<file path="src/rtl/pc_lut_pkg.sv">
// Shared constants, reset-default branch targets and loader FSM states
// for the programmable PC lookup table.
package pc_lut_pkg;

    localparam int AW   = 4;
    localparam int N    = 1 << AW;
    localparam int DMAX = 16;

    // Entry i is element i; each instance keeps the low D bits.
    localparam logic [0:N-1][DMAX-1:0] PC_LUT_DEFAULT = '{
        16'd0,  16'd11, 16'd80, 16'd68, 16'd113, 16'd53, 16'd56, 16'd59,
        16'd79, 16'd20, 16'd95, 16'd0,  16'd0,   16'd0,  16'd0,  16'd0
    };

    typedef enum logic [2:0] {
        IDLE,
        COUNT,
        LO,
        HI,
        DONE
    } loader_state_t;

endpackage

</file>
<file path="src/rtl/pc_lut_loader_if.sv">
// Loader byte stream, session status and fetch-stage read port bundled
// for the PC lookup table.
interface pc_lut_loader_if #(
    parameter int D = 10
) ();

    logic                       load_start;
    logic                       in_valid;
    logic [7:0]                 in_data;
    logic                       in_ready;
    logic [pc_lut_pkg::AW-1:0]  addr;
    logic [D-1:0]               target;
    logic                       busy;
    logic                       done;
    logic                       err;

    modport master (
        output load_start, in_valid, in_data, addr,
        input  in_ready, target, busy, done, err
    );

    modport slave (
        input  load_start, in_valid, in_data, addr,
        output in_ready, target, busy, done, err
    );

endinterface

</file>
<file path="src/rtl/pc_lut_regfile.sv">
// N x D branch-target register array: resets to PC_LUT_DEFAULT, one
// synchronous write port, one combinational read port.
module pc_lut_regfile
    import pc_lut_pkg::*;
#(
    parameter int D = 10
) (
    input  logic          clk,
    input  logic          rst_n,
    input  logic          we,
    input  logic [AW-1:0] waddr,
    input  logic [D-1:0]  wdata,
    input  logic [AW-1:0] raddr,
    output logic [D-1:0]  rdata
);

    logic [D-1:0] mem_q [N];
    logic [D-1:0] mem_d [N];

    always_comb begin
        mem_d = mem_q;
        if (we) begin
            mem_d[waddr] = wdata;
        end
    end

    // NOTE: this array is reset on purpose -- it must come up holding the
    // default jump table; a plain storage RAM would not be reset.
    always_ff @(posedge clk or negedge rst_n) begin
        if (!rst_n) begin
            for (int i = 0; i < N; i++) begin
                mem_q[i] <= PC_LUT_DEFAULT[i][D-1:0];
            end
        end else begin
            mem_q <= mem_d;
        end
    end

    assign rdata = mem_q[raddr];

endmodule

</file>
<file path="src/rtl/pc_lut_loader.sv">
// Byte-stream programmer for the branch-target table: count byte, then
// low/high byte pairs written to consecutive entries from index 0.
module pc_lut_loader
    import pc_lut_pkg::*;
#(
    parameter int D = 10
) (
    input  logic             clk,
    input  logic             rst_n,
    pc_lut_loader_if.slave   bus
);

    localparam int CW = AW + 1;

    loader_state_t state_q, state_d;
    logic [CW-1:0] cnt_q, cnt_d;
    logic [CW-1:0] count_q, count_d;
    logic [7:0]    stage_q, stage_d;
    logic          err_q, err_d;

    logic          xfer;
    logic          we;
    logic [D-1:0]  wdata;
    logic [7:0]    ovf_bits;

    assign xfer     = bus.in_valid && bus.in_ready;
    assign wdata    = D'({bus.in_data, stage_q});
    // High-byte bits that do not fit in a D-bit target.
    assign ovf_bits = bus.in_data >> (D - 8);

    // NOTE: every output of this block gets a default first, so no path
    // leaves a signal unassigned and no latch is inferred.
    always_comb begin
        state_d = state_q;
        cnt_d   = cnt_q;
        count_d = count_q;
        stage_d = stage_q;
        err_d   = err_q;
        we      = 1'b0;
        unique case (state_q)
            IDLE: begin
                if (bus.load_start) begin
                    state_d = COUNT;
                    err_d   = 1'b0;
                    cnt_d   = '0;
                end
            end
            COUNT: begin
                if (xfer) begin
                    if (bus.in_data == 8'd0) begin
                        state_d = DONE;
                    end else if (bus.in_data > 8'(N)) begin
                        err_d   = 1'b1;
                        state_d = IDLE;
                    end else begin
                        count_d = CW'(bus.in_data);
                        state_d = LO;
                    end
                end
            end
            LO: begin
                if (xfer) begin
                    stage_d = bus.in_data;
                    state_d = HI;
                end
            end
            HI: begin
                if (xfer) begin
                    we    = 1'b1;
                    cnt_d = cnt_q + CW'(1);
                    if (ovf_bits != 8'd0) begin
                        err_d = 1'b1;
                    end
                    state_d = (cnt_q + CW'(1) == count_q) ? DONE : LO;
                end
            end
            DONE:    state_d = IDLE;
            default: state_d = IDLE;
        endcase
    end

    // NOTE: state registers take non-blocking assignments only; the
    // blocking ones above stay inside the combinational process.
    always_ff @(posedge clk or negedge rst_n) begin
        if (!rst_n) begin
            state_q <= IDLE;
            cnt_q   <= '0;
            count_q <= '0;
            stage_q <= '0;
            err_q   <= 1'b0;
        end else begin
            state_q <= state_d;
            cnt_q   <= cnt_d;
            count_q <= count_d;
            stage_q <= stage_d;
            err_q   <= err_d;
        end
    end

    assign bus.in_ready = (state_q == COUNT) || (state_q == LO) || (state_q == HI);
    assign bus.busy     = bus.in_ready;
    assign bus.done     = (state_q == DONE);
    assign bus.err      = err_q;

    pc_lut_regfile #(.D(D)) u_regfile (
        .clk   (clk),
        .rst_n (rst_n),
        .we    (we),
        .waddr (cnt_q[AW-1:0]),
        .wdata (wdata),
        .raddr (bus.addr),
        .rdata (bus.target)
    );

endmodule

</file>
<file path="src/flat_wrapper.sv">
// flat-port wrapper written by rule: the top's interface ports become plain ports
module pc_lut_loader_flat import pc_lut_pkg::*;
#(
    parameter int D = 10
)
  (clk, rst_n, bus_load_start, bus_in_valid, bus_in_data, bus_addr, bus_in_ready, bus_target, bus_busy, bus_done, bus_err);
  pc_lut_loader_if #(.D(D)) bus_i ();
  input  logic clk;
  input  logic rst_n;
  input wire logic [$bits(bus_i.load_start)-1:0] bus_load_start;
  input wire logic [$bits(bus_i.in_valid)-1:0] bus_in_valid;
  input wire logic [$bits(bus_i.in_data)-1:0] bus_in_data;
  input wire logic [$bits(bus_i.addr)-1:0] bus_addr;
  output wire logic [$bits(bus_i.in_ready)-1:0] bus_in_ready;
  output wire logic [$bits(bus_i.target)-1:0] bus_target;
  output wire logic [$bits(bus_i.busy)-1:0] bus_busy;
  output wire logic [$bits(bus_i.done)-1:0] bus_done;
  output wire logic [$bits(bus_i.err)-1:0] bus_err;
  assign bus_i.load_start = bus_load_start;
  assign bus_i.in_valid = bus_in_valid;
  assign bus_i.in_data = bus_in_data;
  assign bus_i.addr = bus_addr;
  assign bus_in_ready = bus_i.in_ready;
  assign bus_target = bus_i.target;
  assign bus_busy = bus_i.busy;
  assign bus_done = bus_i.done;
  assign bus_err = bus_i.err;
  pc_lut_loader #(.D(D)) u_core (.clk(clk), .rst_n(rst_n), .bus(bus_i));
endmodule
</file>
<file path="config.mk">
export PLATFORM = sky130hd
export DESIGN_NAME = pc_lut_loader_flat
export DESIGN_NICKNAME = d
export VERILOG_FILES = /design/src/rtl/pc_lut_pkg.sv /design/src/rtl/pc_lut_loader_if.sv /design/src/rtl/pc_lut_regfile.sv /design/src/rtl/pc_lut_loader.sv /design/src/flat_wrapper.sv
export SDC_FILE = /design/constraint.sdc
export NUM_CORES = 1
export LEC_CHECK = 0
export ABC_CLOCK_PERIOD_IN_PS = 2200
export BUFFER_PORTS_ARGS = -buffer_cell sky130_fd_sc_hd__buf_2
export CORE_ASPECT_RATIO = 0.8
export CORE_MARGIN = 5
export CORE_UTILIZATION = 52
export CTS_CLUSTER_SIZE = 10
export DETAILED_ROUTE_END_ITERATION = 12
export PLACE_DENSITY = 0.73
export SETUP_SLACK_MARGIN = 0.3
export SYNTH_ARGS = -nofsm -noshare
export SYNTH_HDL_FRONTEND = slang
export SYNTH_SLANG_ARGS = --single-unit
</file>
<file path="constraint.sdc">
create_clock -name clk -period 2.2 [get_ports clk]
set_input_delay 0.44 -clock clk [delete_from_list [all_inputs] [get_ports clk]]
set_output_delay 0.44 -clock clk [all_outputs]
set_load 0.05 [all_outputs]
</file>
Word-level counts from Yosys, hierarchy flattened

Index checks and enable logic that the tools add are counted.

Add/sub/neg operators: 1
Magnitude comparators: 4
Muxes and demuxes: 26
Equality and inequality tests: 12
Reduce and logical (&&, ||, !) cells: 14
Bitwise operators: 4

Operator list:

| cell                                                                            | count |
|---|---|
| 160-bit bitwise mux                                                             | 1 |
| 10-bit binary-select mux with 4-bit select                                      | 1 |
| 10-bit demux with 4-bit select                                                  | 1 |
| 10-bit 2-to-1 mux                                                               | 3 |
| 3-bit 2-to-1 mux                                                                | 6 |
| 3-bit one-hot mux with 4 select lines                                           | 1 |
| 5-bit greater-or-equal comparator, second input constant                        | 2 |
| 5-bit 2-to-1 mux                                                                | 2 |
| 2-bit by 1-bit != test with 1-bit output, second input constant                 | 5 |
| 4-bit NOT with 5-bit output                                                     | 2 |
| 5-bit one-hot mux with 2 select lines                                           | 1 |
| 8-bit by 5-bit greater-than comparator with 1-bit output, second input constant | 1 |
| 8-bit logical NOT                                                               | 1 |
| 1-bit 2-to-1 mux                                                                | 8 |
| 4-bit AND reduction                                                             | 2 |
| 8-bit nonzero test                                                              | 1 |
| 7-bit AND reduction                                                             | 1 |
| 3-bit by 2-bit == test with 1-bit output, second input constant                 | 2 |
| 5-bit by 1-bit adder with 5-bit output, second input constant                   | 1 |
| 5-bit == test                                                                   | 1 |
| 5-bit by 1-bit < comparator with 1-bit output, second input constant            | 1 |
| 2-bit != test, second input constant                                            | 2 |
| 3-bit by 1-bit == test with 1-bit output, second input constant                 | 1 |
| 3-bit == test, second input constant                                            | 1 |
| other kinds (10)                                                                | 13 |

Input bits: 16
Output and inout bits: 14
Flip-flop bits (word level): 182
Logic and storage cells: 82

Longest topological paths before layout

Depth in word-level cells: 6
Mapped depth: 7
Mapped depth without buffers: 6

Modules after synthesis

Synthesis repeated with hierarchy kept, for this count alone.

Cells, all modules: 552
Area, all modules: 8510.7 um2

By module, submodules not included:

| module         | times used | area each (um2) | cells an instance |
|---|---|---|---|
| pc_lut_regfile | 1          | 7330.8          | 449 |
| pc_lut_loader  | 1          | 1179.9          | 103 |

Least setup slack after synthesis

Ideal clock, no wire load.

Path type: in2out
From: in bus_addr[0]
To: out bus_target[0]
Buffers on the path: 2
Arrival time: 2.002 ns
Setup slack: -0.242 ns
Stages on the path: 4
Required time: 1.760 ns
Cell sequence: clkbuf_1 -> buf_2 -> mux4_2 -> mux4_2

Longest elaborated chain between the ends: 4

RTL lines:

| item                                                  | RTL line             | text |
|---|---|---|
| start: declaration                                    | flat_wrapper.sv:13   | `input wire logic [$bits(bus_i.addr)-1:0] bus_addr;` |
| 4-bit NOT with 5-bit output (not written as such)     | pc_lut_regfile.sv:39 | `assign rdata = mem_q[raddr];` |
| 10-bit binary-select mux with 4-bit select            | pc_lut_regfile.sv:39 |  |
| 10-bit 2-to-1 mux (not written as such) (2 in series) | pc_lut_regfile.sv:39 |  |
| end: declaration                                      | flat_wrapper.sv:15   | `output wire logic [$bits(bus_i.target)-1:0] bus_target;` |

Every way passes these cells. The select of a mux whose other input is x is not followed.

Final worst setup path

From: reg u_core.u_regfile.mem_q[14] (netlist name)
To: out bus_target[4]

Longest elaborated chain between the ends: 3

RTL lines:

| item                                                  | RTL line             | text |
|---|---|---|
| start: declaration                                    | pc_lut_regfile.sv:17 | `logic [D-1:0] mem_q [N];` |
| start signal: indexed assignment                      | pc_lut_regfile.sv:32 | `mem_q[i] <= PC_LUT_DEFAULT[i][D-1:0];` |
| start signal: assignment                              | pc_lut_regfile.sv:35 | `mem_q <= mem_d;` |
| 10-bit binary-select mux with 4-bit select            | pc_lut_regfile.sv:39 |  |
| 10-bit 2-to-1 mux (not written as such) (2 in series) | pc_lut_regfile.sv:39 |  |

Every way passes these cells. The select of a mux whose other input is x is not followed.

==> results.py <==
metrics = {
    "status": {
        "status": "complete, but fails checks",
        "violations": "negative setup slack",
    },
    "critical_path": {
        "path_cells": "mux4_2 -> mux4_2 -> buf_6",
        "endpoint_kind": "output pin",
        "critical_path_peak_fanout": 2,
        "critical-path-top-delay-family": "multiplexers",
        "cp_common_cell": "mux4_2",
        "startpoint_type": "flop",
        "required_ns": 1.76,
        "critPathSlowestCell": "mux4_2",
        "critical_path_class": "flop to output pin",
        "cp.arrival_ns": 1.98,
        "cp_num_buf_inv": 1,
        "cp_slowest_stage_delay_ns": 0.54,
        "worst-r2r-setup-slack_ns": 0.34,
    },
    "pwr": {
        "power.switching_mw": 2.60,
        "p_int_mw": 6.79,
        "leakagePower_nw": 4.76,
        "finalPower_mw": 9.40,
        "netSwitchingFraction_pct": 27.7,
        "vdd_drop_max_uv": 504,
        "p_per_area_nw_per_um2": 914,
        "pwr-share-seq_pct": 45.6,
        "p_clk_share_pct": 36.6,
        "combinationalPowerShare_pct": 17.8,
    },
    "global_routing": {
        "grt_max_degree": 55,
        "track_usage_pct": 22.4,
        "grt_pass1_vias": 5260,
        "antenna_found_initial": 0,
        "gr-total-overflow": 0,
        "grt_pass1_wl_um": 31500,
    },
    "synthesis": {
        "ys_ff_latch": 182,
        "synth_cell_types": 35,
        "avgSynthCellArea_um2": 15.9,
        "syn-num-nets": 548,
        "yosys-top-cells-area": "dfrtp_1 44%, mux2_2 23%, mux4_2 13%",
        "synthCells": 528,
        "synth.top_cell.area_share_pct": 43.6,
        "ys_seq_area_share_pct": 54.9,
        "synth_area_um2": 8380,
        "yosysWarnings": 0,
        "synth_top_area_cell": "dfrtp_1",
    },
    "final_layout": {
        "final_util_pct": 65.0,
        "final_cell_area_um2": 10300,
        "n_antenna_cell": 0,
        "final_nets": 611,
        "area_delta_synth_final_pct": 22.7,
        "nFillCells": 1112,
        "layout_commonest_cell": "mux2_2",
        "drive_above_1_share_pct": 64.4,
        "layout_common_cells": "152 x mux2_2, 144 x dfrtp_1, 50 x mux4_2",
    },
    "timing": {
        "hold_viol_final": 0,
        "slew_headroom_pct": 63.9,
        "finalCriticalPeriod_ns": 2.42,
        "skew_ns": 0.0148,
        "tightest_slew_ns": 0.542,
        "max_freq_ghz": 0.413,
        "setup_viol": 10,
        "slew_viol_final": 0,
        "layout_worst_path_cycle_share_pct": 110,
        "fin_ws_ns": -0.223,
        "rsz0062_at_grt": "yes",
    },
    "clocking": {
        "cts_buffer_depth": 2,
        "clock-root-buffer": "clkbuf_16",
        "numCtsBuffers": 17,
        "clock_sinks": 182,
        "h-tree-depth": 4,
        "cts_tree": "built",
        "clock_latency_ns": 0.43,
        "cts.clk_slew.worst_paths_ns": 0.06,
    },
    "floorplan": {
        "start_util_pct": 53.0,
        "dieArea_um2": 18800,
        "die-width_um": 152,
        "die_h_um": 124,
        "core_area_um2": 15800,
        "core.rowCount": 41,
        "ioPinCount": 30,
    },
    "place": {
        "gp_congestion": 0.823,
        "port_buffers": 29,
        "dp_hpwl_um": 12300,
        "placed_area_um2": 9150,
        "dpl_worst_slack_ns": -0.316,
    },
    "detailed_routing": {
        "routed_wl_um": 20200,
        "ant_nets": 0,
        "post_drt_wl_per_cell_um": 24.6,
        "drtIter0Drc": 420,
        "drc": 0,
        "vias": 4853,
        "first_pass_iters": 4,
        "avgViaCountPerCell": 5.93,
    },
    "job": {
        "cap_violations": 0,
    },
    "worst_hold_path": {
        "hp-class": "input port to flop",
    },
}
## area by class of cell
class | instances | area [um^2] | share of cell area [%]
Sequential cell | 182 | 4600 | 44.8
Timing Repair Buffer | 78 | 927 | 9.02
Multi-Input combinational cell | 308 | 3800 | 37.0
Clock inverter | 9 | 198 | 1.92
Tap cell | 215 | 269 | 2.62
Clock buffer | 23 | 468 | 4.55
Inverter | 4 | 15.0 | 0.146
## flip-flops by register name, indices dropped and copies added, names as in the netlist
signal                  cells
u_core.bus.err              1
u_core.cnt_q                5
u_core.count_q              5
u_core.stage_q              8
u_core.state_q              3
u_core.u_regfile.mem_q    160
## worst paths after layout
check	start	to	cells past startpoint
max	u_core.u_regfile.mem_q[14]$_DFFE_PN0P_	bus_target[4]	3
min	bus_in_data[6]	u_core.stage_q[6]$_DFFE_PN0P_	2
max reg2reg	u_core.state_q[0]$_DFFE_PN0P_	u_core.u_regfile.mem_q[130]$_DFFE_PN0P_	6
min reg2reg	u_core.u_regfile.mem_q[45]$_DFFE_PN0P_	u_core.u_regfile.mem_q[45]$_DFFE_PN0P_	1
max in group asynchronous	rst_n	u_core.u_regfile.mem_q[72]$_DFFE_PN1P_	3
min in group asynchronous	rst_n	u_core.u_regfile.mem_q[156]$_DFFE_PN0P_	2
## power by group through the flow
stage | combinational (mW) | sequential (mW) | clock (mW)
after floorplan | 1.20 | 4.01 | 0
after global placement | 1.35 | 4.27 | 0
after detailed placement | 1.41 | 4.30 | 0
after CTS | 1.50 | 4.26 | 3.50
after global routing | 1.80 | 4.35 | 3.63
final | 1.68 | 4.28 | 3.44
## routing by layer
metal	vias to the layer above	GRT usage, %	wire length [um]
met2	121	36.4	9860
li1	2101	-	-
met1	2606	31.0	8760
met5	-	0	0
met4	0	6.06	272
met3	25	5.18	1280
## cells by family after synthesis
group                      share of synthesized area, %
DFF                                                54.9
AOI/OAI and AO/OA                                  1.78
and+or+nand+nor                                    3.38
adders and majority gates                         0.597
xor gates and xnor gates                          0.732
muxes                                              36.7
buffers and inverters                              1.91
## repair_timing
item | in CTS | in global routing
cloned | 3 | 2
setup endpoints to repair | 141 | 149
hold buffers | 1 | 0
gates resized for setup | 45 | 33
pin swaps | 1 | 6
setup buffers | 2 | 4
endpoints found under the hold margin | 40 | 0
## stage by stage
stage          instances  hold WS [ns]  TNS, ns
4_1_cts              813         0.250    -2.27
3_3_place_gp         775         0.423    -2.72
5_1_grt              819         0.257    -2.56
6_report             819         0.279    -2.00
3_5_place_dp         775         0.432    -2.94
2_1_floorplan        528         0.144   -0.610
## worst register-to-register path, cell delays in order (launching register included)
cell       delay, ns
dfrtp_2         0.41
nor2b_4         0.20
nand3_4         0.15
nor3_4          0.27
and2_4          0.24
clkbuf_16       0.17
mux2_4          0.30
## synth_stat cells
library cell / number
nor2b_2: 1
a211oi_1: 1
nand3_2: 1
o31ai_1: 2
nand3_1: 4
nor3b_1: 3
mux2_2: 173
clkbuf_2: 1
o31a_1: 1
nand2_2: 4
nand2_1: 13
nor2b_1: 1
nor2_1: 11
or4_1: 1
xor2_1: 4
a21o_1: 2
ha_1: 4
xnor2_1: 3
dfrtp_1: 146
nor4_1: 2
buf_4: 1
mux4_2: 50
o21ai_0: 11
and2_4: 1
and3_1: 2
inv_1: 4
and2_1: 7
dfstp_2: 36
a2111oi_4: 1
buf_2: 10
a22o_1: 1
clkbuf_1: 21
buf_1: 1
o2111a_1: 1
nor3_1: 3
(Power assumes the default switching activity.)
